--- config.mk ---
export PLATFORM = sky130hd
export DESIGN_NAME = conv_mac_sequencer
export DESIGN_NICKNAME = d
export VERILOG_FILES = /design/src/rtl/conv_mac_sequencer.sv
export SDC_FILE = /design/constraint.sdc
export NUM_CORES = 1
export LEC_CHECK = 0
export ABC_AREA = 1
export CORE_AREA = 2 2 160 131
export DETAILED_ROUTE_END_ITERATION = 12
export DIE_AREA = 0 0 162 133
export HOLD_SLACK_MARGIN = 0.08
export PLACE_DENSITY = 0.79
export SYNTH_ARGS = -nofsm -noshare
export SYNTH_HDL_FRONTEND = slang
export SYNTH_SLANG_ARGS = --single-unit
--- constraint.sdc ---
create_clock -name Clk -period 8.4 [get_ports Clk]
set_input_delay 1.26 -clock Clk [delete_from_list [all_inputs] [get_ports Clk]]
set_output_delay 1.26 -clock Clk [all_outputs]
set_load 0.03 [all_outputs]
--- src/rtl/conv_mac_sequencer.sv ---
// Drives a shared signed 8x8 MAC to convolve a streaming sample window with KSIZE coefficients.
// Optional build macro RELU_EN clamps negative results to zero at capture.
module conv_mac_sequencer #(
    parameter int unsigned KSIZE = 9,
    parameter int unsigned AW    = $clog2(KSIZE)
) (
    input  logic          Clk,
    input  logic          Reset_n,
    input  logic          CoefWrEn,
    input  logic [AW-1:0] CoefAddr,
    input  logic [7:0]    CoefData,
    output logic          CoefDrop,
    input  logic          Flush,
    input  logic          SampleValid,
    output logic          SampleReady,
    input  logic [7:0]    SampleData,
    output logic [7:0]    MacX,
    output logic [7:0]    MacY,
    output logic          MacAccumReset,
    input  logic [31:0]   MacHolder,
    output logic          ResultValid,
    input  logic          ResultReady,
    output logic [31:0]   ResultData
);

    localparam int unsigned FW = $clog2(KSIZE + 1);
    localparam logic [FW-1:0] FILL_MAX  = FW'(KSIZE);
    localparam logic [FW-1:0] FILL_TRIG = FW'(KSIZE - 1);
    localparam logic [AW-1:0] LAST_TAP  = AW'(KSIZE - 1);
    localparam logic [AW:0]   NUM_TAPS  = (AW + 1)'(KSIZE);

    typedef enum logic [1:0] {StIdle, StClear, StMac, StCapture} state_e;

    state_e        state;
    logic [7:0]    win  [KSIZE];
    logic [7:0]    coef [KSIZE];
    logic [FW-1:0] fill;
    logic [AW-1:0] tap;
    logic          accept;
    logic          coef_ok;

    assign SampleReady = (state == StIdle) && !ResultValid;
    assign accept      = SampleReady && SampleValid && !Flush;
    assign coef_ok     = (state == StIdle) && ({1'b0, CoefAddr} < NUM_TAPS);
    assign MacX        = (state == StMac) ? win[tap]  : 8'd0;
    assign MacY        = (state == StMac) ? coef[tap] : 8'd0;

    always_ff @(posedge Clk) begin
        if (!Reset_n) begin
            state         <= StIdle;
            fill          <= '0;
            tap           <= '0;
            CoefDrop      <= 1'b0;
            MacAccumReset <= 1'b0;
            ResultValid   <= 1'b0;
            ResultData    <= '0;
            for (int i = 0; i < KSIZE; i++) begin
                win[i]  <= '0;
                coef[i] <= '0;
            end
        end else begin
            if (CoefWrEn) begin
                if (coef_ok) coef[CoefAddr] <= CoefData;
                else         CoefDrop       <= 1'b1;
            end
            if (ResultValid && ResultReady) ResultValid <= 1'b0;
            MacAccumReset <= 1'b0;

            unique case (state)
                StIdle: begin
                    if (Flush) begin
                        fill <= '0;
                    end else if (accept) begin
                        for (int i = 0; i < KSIZE - 1; i++) win[i] <= win[i+1];
                        win[KSIZE-1] <= SampleData;
                        if (fill != FILL_MAX) fill <= fill + FW'(1);
                        // Window is complete once this sample lands
                        if (fill >= FILL_TRIG) begin
                            state         <= StClear;
                            MacAccumReset <= 1'b1;
                        end
                    end
                end
                StClear: begin
                    tap   <= '0;
                    state <= StMac;
                end
                StMac: begin
                    if (tap == LAST_TAP) state <= StCapture;
                    else                 tap   <= tap + AW'(1);
                end
                StCapture: begin
`ifdef RELU_EN
                    ResultData <= MacHolder[31] ? 32'd0 : MacHolder;
`else
                    ResultData <= MacHolder;
`endif
                    ResultValid <= 1'b1;
                    state       <= StIdle;
                end
                default: state <= StIdle;
            endcase
        end
    end

endmodule

Yosys cells after proc, flatten, opt, wreduce, memory -nomap -nowiden
Memory sizes are Yosys's and may differ from the RTL's. A register that Yosys moved wholly into a read port is not among the register bits.
Index checks and enable logic that the tools add are counted.
{ "op_classes": {"addsub": 2, "magnitude_cmp": 2, "eq_ne": 10, "n_mux": 41, "n_bitwise": 13, "n_reduce_logical": 18} }
{ "op_table": {"columns": ["cell", "n"], "rows": [
  ["two-way mux 8 bit", 12],
  ["two-way mux 4 bit", 9],
  ["two-way mux 1 bit", 14],
  ["OR 1 bit", 9],
  ["adder 4 x 1 -> 4 bit (second input constant)", 2],
  ["two-way mux 2 bit", 4],
  ["one-hot mux 2 bit (4 select lines)", 1],
  ["one-hot mux 4 bit (2 select lines)", 1],
  ["nonzero test 2 bit", 4],
  ["OR reduction 8 bit", 1],
  ["inequality test 2 bit (second input constant)", 3],
  ["logical AND 1 bit", 5],
  ["== test 2 bit (second input constant)", 2],
  ["== test 4 bit (second input constant)", 1],
  ["greater-or-equal comparator 4 bit (second input constant)", 1],
  ["< comparator 4 bit (second input constant)", 1],
  ["inequality test 2 x 1 -> 1 bit (second input constant)", 2],
  ["inequality test 4 bit (second input constant)", 1],
  ["inverter 1 bit", 4],
  ["AND reduction 2 bit", 2],
  ["AND reduction 4 bit", 1],
  ["OR reduction 4 bit", 1],
  ["AND reduction 3 bit", 1],
  ["== test 2 x 1 -> 1 bit (second input constant)", 1],
  ["other kinds (2)", 3]
]} }
{ "totals": {"register_bits": 45, "ramBits": 144, "out_inout_bits": 52, "word_cells": 95, "mem_count": 2} }
{ "memory_table": {"columns": ["memory", "words", "width", "rd", "rd_clocked_by_memory_dff", "wr", "line_no", "text"], "rows": [
  ["coef", 9, 8, 1, 1, 9, "36", "logic [7:0] coef [KSIZE];"],
  ["win", 9, 8, 9, 1, 9, "35", "logic [7:0] win [KSIZE];"]
]} }

Longest topological paths before layout
Gate-level depths: netlist (run 1).
{ "depth": {"ltp_word": 10, "ltp_mapped": 10, "mapped_depth_nobuf": 9} }

Least setup slack after synthesis (run 1)
Ideal clock, no wire load.
{ "synth_path": {"path_type": "input to register", "startpoint": "input SampleValid", "endpoint": "memory win[0][0], enable pin", "setup_time_ns": 0.602, "arrival_ns": 6.438, "slack_ns": 1.361, "cell_stages": 2, "path_buffers": 0, "path_cell_list": "nand3_1 > o21ai_0"} }
{ "synth_lines": {"columns": ["item", "line_no", "text"], "rows": [
  ["start, declared", "14", "input logic SampleValid,"],
  ["end, declared", "35", null]
]} }

==> out/metrics.cfg, run 1 <==
[floorplan]
io-pin-count=110
std_cell_rows=47
die_width_um=162
floorplan.die_area_mm2=0.0215
starting_density_of_the_core=0.555
core_mm2=0.0201
overall_die_height_um=133

[global_route]
global_route_total_overflow=0
grt_pass1_wl_mm=39.4
grt_antenna_before_repair=0
globalRouteTotalUtil=0.227
grt_max_degree=74
first_global_vias=7985

[synthesis]
synthTopCellsByArea=sky130_fd_sc_hd__edfxtp_1 54%, sky130_fd_sc_hd__dfxtp_1 8.8%, sky130_fd_sc_hd__nand2_1 8.0%
async_reset_ff_frac=0
ys_dominant_reg_cell=sky130_fd_sc_hd__edfxtp_1
synth_area_per_cell_um2=9.24
synth_fa_ha_area_frac=0.0101
post_synth_instance_area_mm2=0.0112
netlist_top_cells_count=237 x sky130_fd_sc_hd__nand2_1, 224 x sky130_fd_sc_hd__nor2_1, 200 x sky130_fd_sc_hd__edfxtp_1
synth_mux_area_frac=0
ys_seq_elements=249
yosys_warnings=0
compound_gate_portion_of_the_synthesized_area=0.0570
largest_family_of_logic_cells_by_synthesized_area=simple AND/OR/NAND/NOR gates
post_synthesis_simple_gate_area_fraction=0.225
synth_enable_flop_cells=200
synth_top_cell_by_area=sky130_fd_sc_hd__edfxtp_1
yosysUniqueCellTypes=26
synth_largest_type_area_fraction=0.538
register_area_share_after_synthesis=0.626
synth_cells=1208
synth_most_common_cell=sky130_fd_sc_hd__nand2_1
synthXorXnorAreaFrac=0

[run]
max_cap_violations=0

[placement]
post-dp-hpwl_mm=14.9
finalWeightedCongestion=0.847
dp_slack_ns=4.32
numPortBuffers=109

[pwr]
power_density_mw_per_mm2=245
power.clock.fraction=0.325
power_frac_comb=0.211
internal_power_mw=2.30
seq_pwr_share=0.464
power.switching_mw=0.988
p_leak_nw=5.74
total_power_mw=3.29
worst_ir_drop_vdd_mv=0.154
p_sw_frac=0.301

[setup_path]
critPathMostFrequentCell=sky130_fd_sc_hd__nand2_1
critPathArrivalTime_ns=3.43
worst_setup_path_start_kind=flip-flop
setup.worst_path.end_class=output pin
crit_required_ns=7.14
critical-path-max-stage-delay_ns=0.72
path_cells=inv_2 > buf_4 > nand2_1 > nand2_1 > nand2_1 > nand3_1 > nand3_1 > a21oi_1 > clkdlybuf4s50_1
worst_r2r_path_depth=4
criticalPathCategory=reg -> out
cp_max_fo=54
worst_path_max_delay_cell=sky130_fd_sc_hd__clkdlybuf4s50_1

[sta]
timing.fmax_mhz=213
rsz0062_at_grt=no
relSlewSlack=0.282
fin_crit_ns=4.69
setup_tns_ns=0
finalSetupViolations=0
worstMarginPinSlew_ns=1.08
final.setup.worst_slack_ns=3.71
final_max_slew_viol_count=0
finalCritPeriodShare=0.559
final.setup_skew_ns=0.00877
final-hold-violation-count=0

[layout]
insertedDiodeCount=0
post_route_cells_drive_above_1_share=0.0468
area_growth_syn_to_layout_pct=20.4
final_nets=1417
nFillCells=1561

[worst_hold_path]
worstHoldPathType=reg -> reg
worstHoldPathCells=2

[routing]
remaining_drc_errors=0
via_cell_ratio=5.12
drtAntennaViolNets=0
drt-initial-drc-count=927
drt-wirelength-per-cell_um=15.1
vias=8374
dr.pass1.iters=6
wirelength_mm=24.8

[clock_tree]
clock_path_buffers=3
worstSkewPairLatency_ns=0.52
post_cts_setup_repair_buffer_count=0
cts_max_level=1
cts.repair.resized=0
clk_root_buffer_cell=sky130_fd_sc_hd__clkbuf_16
tritoncts.num_buffers=25
tritoncts=built
clk_transition_reported_paths_ns=0.06
cts_num_sinks=249
hold_buffers=0

[run_status]
outcome=finished, final reports clean

sequential cells by signal, summed over array words and instances (netlist names), named ones only:
signal and count:
CoefDrop 1, MacAccumReset 1, ResultData 32, ResultValid 1
coef 128, fill 4, state 2, tap 4
win 72
worst paths after layout:
kind | from | to | slack [ns]
max reg2reg | state[0] | ResultData[23] | 5.87
max | flip-flop | MacY[2] | 3.71
min reg2reg | tap[3] | flip-flop | 0.49
min | tap[3] | flip-flop | 0.49
metrics by stage:
stage          hold WS (ns)  std cells  utilization  cell area [µm²]
3_3_place_gp          0.461       1592        0.629            12600
3_5_place_dp          0.469       1592        0.629            12600
6_report              0.486       1637        0.668            13400
4_1_cts               0.481       1637        0.668            13400
5_1_grt               0.519       1637        0.668            13400
2_1_floorplan         0.451       1263            -            11400
critical path, delay by kind of cell, from the launching register on:
family / cells / cell delay (ns)
simple gates: 5 / 0.43
buf+inv: 3 / 1.76
flops: 1 / 0.48
compound gates: 1 / 0.20
cell usage in the layout (no fill, tap or decap), types with 8 or more instances in the layout:
master                            instances
sky130_fd_sc_hd__nand2_1                236
sky130_fd_sc_hd__a21oi_1                 52
sky130_fd_sc_hd__clkbuf_16               26
sky130_fd_sc_hd__o21ai_0                 58
sky130_fd_sc_hd__dfxtp_1                 48
sky130_fd_sc_hd__ha_1                     9
sky130_fd_sc_hd__edfxtp_1               200
sky130_fd_sc_hd__nor2_1                 224
sky130_fd_sc_hd__buf_4                   10
sky130_fd_sc_hd__nand3_4                  9
sky130_fd_sc_hd__o211ai_1                 8
sky130_fd_sc_hd__clkdlybuf4s50_1        109
sky130_fd_sc_hd__conb_1                  56
sky130_fd_sc_hd__inv_1                  169
sky130_fd_sc_hd__nand3_1                109
sky130_fd_sc_hd__clkinv_1                13
final cells by class:
class,count,area (µm²),area share
Timing Repair Buffer,119,1170,0.0868
Multi-Input combinational cell,777,3490,0.260
Clock inverter,12,85.1,0.00634
Tap cell,269,337,0.0251
Clock buffer,33,698,0.0520
Sequential cell,249,6990,0.520
Inverter,178,668,0.0497
kinds of logic (layout without fill, tap and decap cells):
group / after synthesis / after routing
buf+inv: 237 / 342
fa+ha+maj: 9 / 9
flops: 249 / 249
other cells: 1 / 56
compound gates: 123 / 123
simple gates: 589 / 589
routing by layer:
layer  up-vias  global-route usage  part of all wire
li1       4119                   -                 -
met2       325               0.356              0.46
met3        53              0.0495             0.083
met5         -                   0                 0
met4         0              0.0723             0.026
met1      3877               0.318              0.43
power by group through the flow:
stage / registers (mW) / clock network [mW] / logic (mW)
final: 1.53 / 1.07 / 0.693
after global routing: 1.54 / 1.12 / 0.770
after CTS: 1.53 / 1.08 / 0.692
after detailed placement: 1.55 / 0 / 0.686
after global placement: 1.54 / 0 / 0.670
after floorplan: 1.56 / 0 / 0.458
Power figures use the tool's default switching activity.
==> inputs of run 2 (changes only) <==
==> constraint.sdc (replaced) <==
create_clock -name Clk -period 4.73 [get_ports Clk]
set_input_delay 0.7095 -clock Clk [delete_from_list [all_inputs] [get_ports Clk]]
set_output_delay 0.7095 -clock Clk [all_outputs]
set_load 0.03 [all_outputs]
==> run 2 against run 1 <==
  * Clock skew down 0.0019 ns
  * Via count up 1.2%
  * Largest power group unchanged
  * Sequential power up 78%
  * Die area unchanged
  * Critical path type unchanged
==> out/metrics.cfg, run 2 (synthesis results as in run 1) <==
[run_status]
outcome=finished, final reports clean

[global_route]
most_crowded_layer_after_global_routing=met2
grt_pass1_wl_mm=39.8  ; +0.98%
grt_antenna_before_repair=0  ; unchanged
global_route_total_overflow=0  ; unchanged
globalRouteTotalUtil=0.229  ; +0.00236
met3_track_demand_over_resource=0.0524  ; +0.00282
grt_util_met1=0.312  ; -0.00603
gr-usage-met2=0.370  ; +0.0147
first_global_vias=8102  ; +1.5%
grt_max_degree=65  ; -12%

[routing]
dr.pass1.iters=6  ; unchanged
via_cell_ratio=5.17  ; +1.1%
vias=8475  ; +1.2%
drtAntennaViolNets=0  ; unchanged
remaining_drc_errors=0  ; unchanged
drt-initial-drc-count=824  ; -11%
drt-wirelength-per-cell_um=15.0  ; -0.98%
wirelength_mm=24.6  ; -0.86%

[clock_tree]
cts_num_sinks=249  ; unchanged
worstSkewPairLatency_ns=0.51  ; about the same
tritoncts.num_buffers=25  ; unchanged
hold_buffers=0  ; unchanged
clock_path_buffers=3  ; unchanged
cts.repair.resized=0  ; unchanged
cts_max_level=1  ; unchanged
clk_transition_reported_paths_ns=0.06  ; about the same
post_cts_setup_repair_buffer_count=0  ; unchanged
clk_root_buffer_cell=sky130_fd_sc_hd__clkbuf_16
tritoncts=built

[placement]
placed_cell_area_mm2=0.0127  ; +0.12%
post-dp-hpwl_mm=15.2  ; +1.7%
numPortBuffers=109  ; unchanged
finalWeightedCongestion=0.870  ; +2.6%

[sta]
final.setup_skew_ns=0.00684  ; -0.00193 ns
relSlewSlack=0.307  ; +0.0253
timing.fmax_mhz=244
final-hold-violation-count=0  ; unchanged
fin_crit_ns=4.10
final_max_slew_viol_count=0  ; unchanged
rsz0062_at_grt=no
finalCritPeriodShare=0.866
finalSetupViolations=0  ; unchanged
setup_tns_ns=0  ; unchanged
worstMarginPinSlew_ns=1.04  ; -0.0380 ns

[run]
max_cap_violations=0  ; unchanged

[layout]
leading_cell_types_in_the_layout_fill_and_taps_excluded=236 x sky130_fd_sc_hd__nand2_1, 224 x sky130_fd_sc_hd__nor2_1, 200 x sky130_fd_sc_hd__edfxtp_1
fin_area_mm2=0.0134  ; -0.24%
area_growth_syn_to_layout_pct=20.1
largest_register_ff_count=128  ; unchanged
registers.top_by_ff_count=coef
nFillCells=1609  ; +3.1%
reg_top3=coef: 128 flops, win: 72 flops, ResultData: 32 flops
insertedDiodeCount=0  ; unchanged
mostFrequentLayoutCell=sky130_fd_sc_hd__nand2_1
final_nets=1419  ; +0.14%
post_route_cells_drive_above_1_share=0.0423  ; -0.00445

[pwr]
p_leak_nw=5.71  ; -0.52%
power_density_mw_per_mm2=430  ; +76%
worst_ir_drop_vdd_mv=0.285  ; +85%

[setup_path]
critical-path-max-stage-delay_ns=0.75  ; +0.03 ns
worst_setup_path_start_kind=flip-flop
crit_required_ns=4.02  ; -3.12 ns
critPathMostFrequentCell=sky130_fd_sc_hd__nand3_1
cp_max_fo=64  ; +19%
worst_path_max_delay_cell=sky130_fd_sc_hd__dfxtp_4
criticalPathCategory=reg -> out
critPathArrivalTime_ns=3.39  ; -0.04 ns
setup.worst_path.end_class=output pin
path_cells=inv_2 > buf_4 > nand2_1 > nand3_1 > nand3_1 > nand3_1 > a21oi_1 > clkdlybuf4s50_1

[floorplan]
io-pin-count=110  ; unchanged
starting_density_of_the_core=0.555  ; unchanged
core_mm2=0.0201  ; unchanged
die_width_um=162  ; unchanged
std_cell_rows=47  ; unchanged
floorplan.die_area_mm2=0.0215  ; unchanged
overall_die_height_um=133  ; unchanged

[worst_hold_path]
worstHoldPathType=reg -> reg

-- run 2: through the flow --
stage          std cells  hold WS [ns]  total power [mW]   util  worst slack, ns
2_1_floorplan       1263         0.451              3.58      -            0.185
3_3_place_gp        1594         0.464              3.94  0.630             1.23
3_5_place_dp        1594         0.483              3.98  0.630             1.17
4_1_cts             1639         0.498              5.79  0.666            0.596
5_1_grt             1639         0.523              6.03  0.666            0.411
6_report            1639         0.492              5.76  0.666            0.633
-- run 2: area by class of cell --
class / instances / area, µm² / area share
clock buffers: 31 / 648 / 0.0484
clock inverters: 14 / 87.6 / 0.00654
inverters: 178 / 668 / 0.0499
multi-input cells: 777 / 3490 / 0.260
flip-flops and latches: 249 / 6990 / 0.522
well taps: 269 / 337 / 0.0251
repair buffers: 121 / 1180 / 0.0882
-- run 2: worst paths after layout --
path,cells after the start,endpoint,startpoint,slack (ns)
hold reg to reg,2,ResultData[5],ResultData[5],0.49
setup / recovery,8,MacY[5],flip-flop,0.63
setup reg to reg,5,win[0][6],state[0],2.06
hold / removal,2,ResultData[5],ResultData[5],0.49
-- run 2: report_power, final --
part	total, mW	internal [mW]	switching [mW]	leakage, nW
clock network	1.81	1.02	0.793	0.351
registers	2.72	2.60	0.126	2.45
logic	1.22	0.397	0.824	2.91
-- run 2: worst max-delay path: cells and delay by family, from the launching register on --
family / cells / cell delay (ns)
compound gates: 1 / 0.24
buf+inv: 3 / 1.49
flops: 1 / 0.75
simple gates: 4 / 0.37
-- run 2: metal layers --
layer  vias to the layer above  wire, µm
met5                         -         0
met4                         0       629
met3                        53      2200
met2                       379     11400
met1                      3924     10300
li1                       4119         -
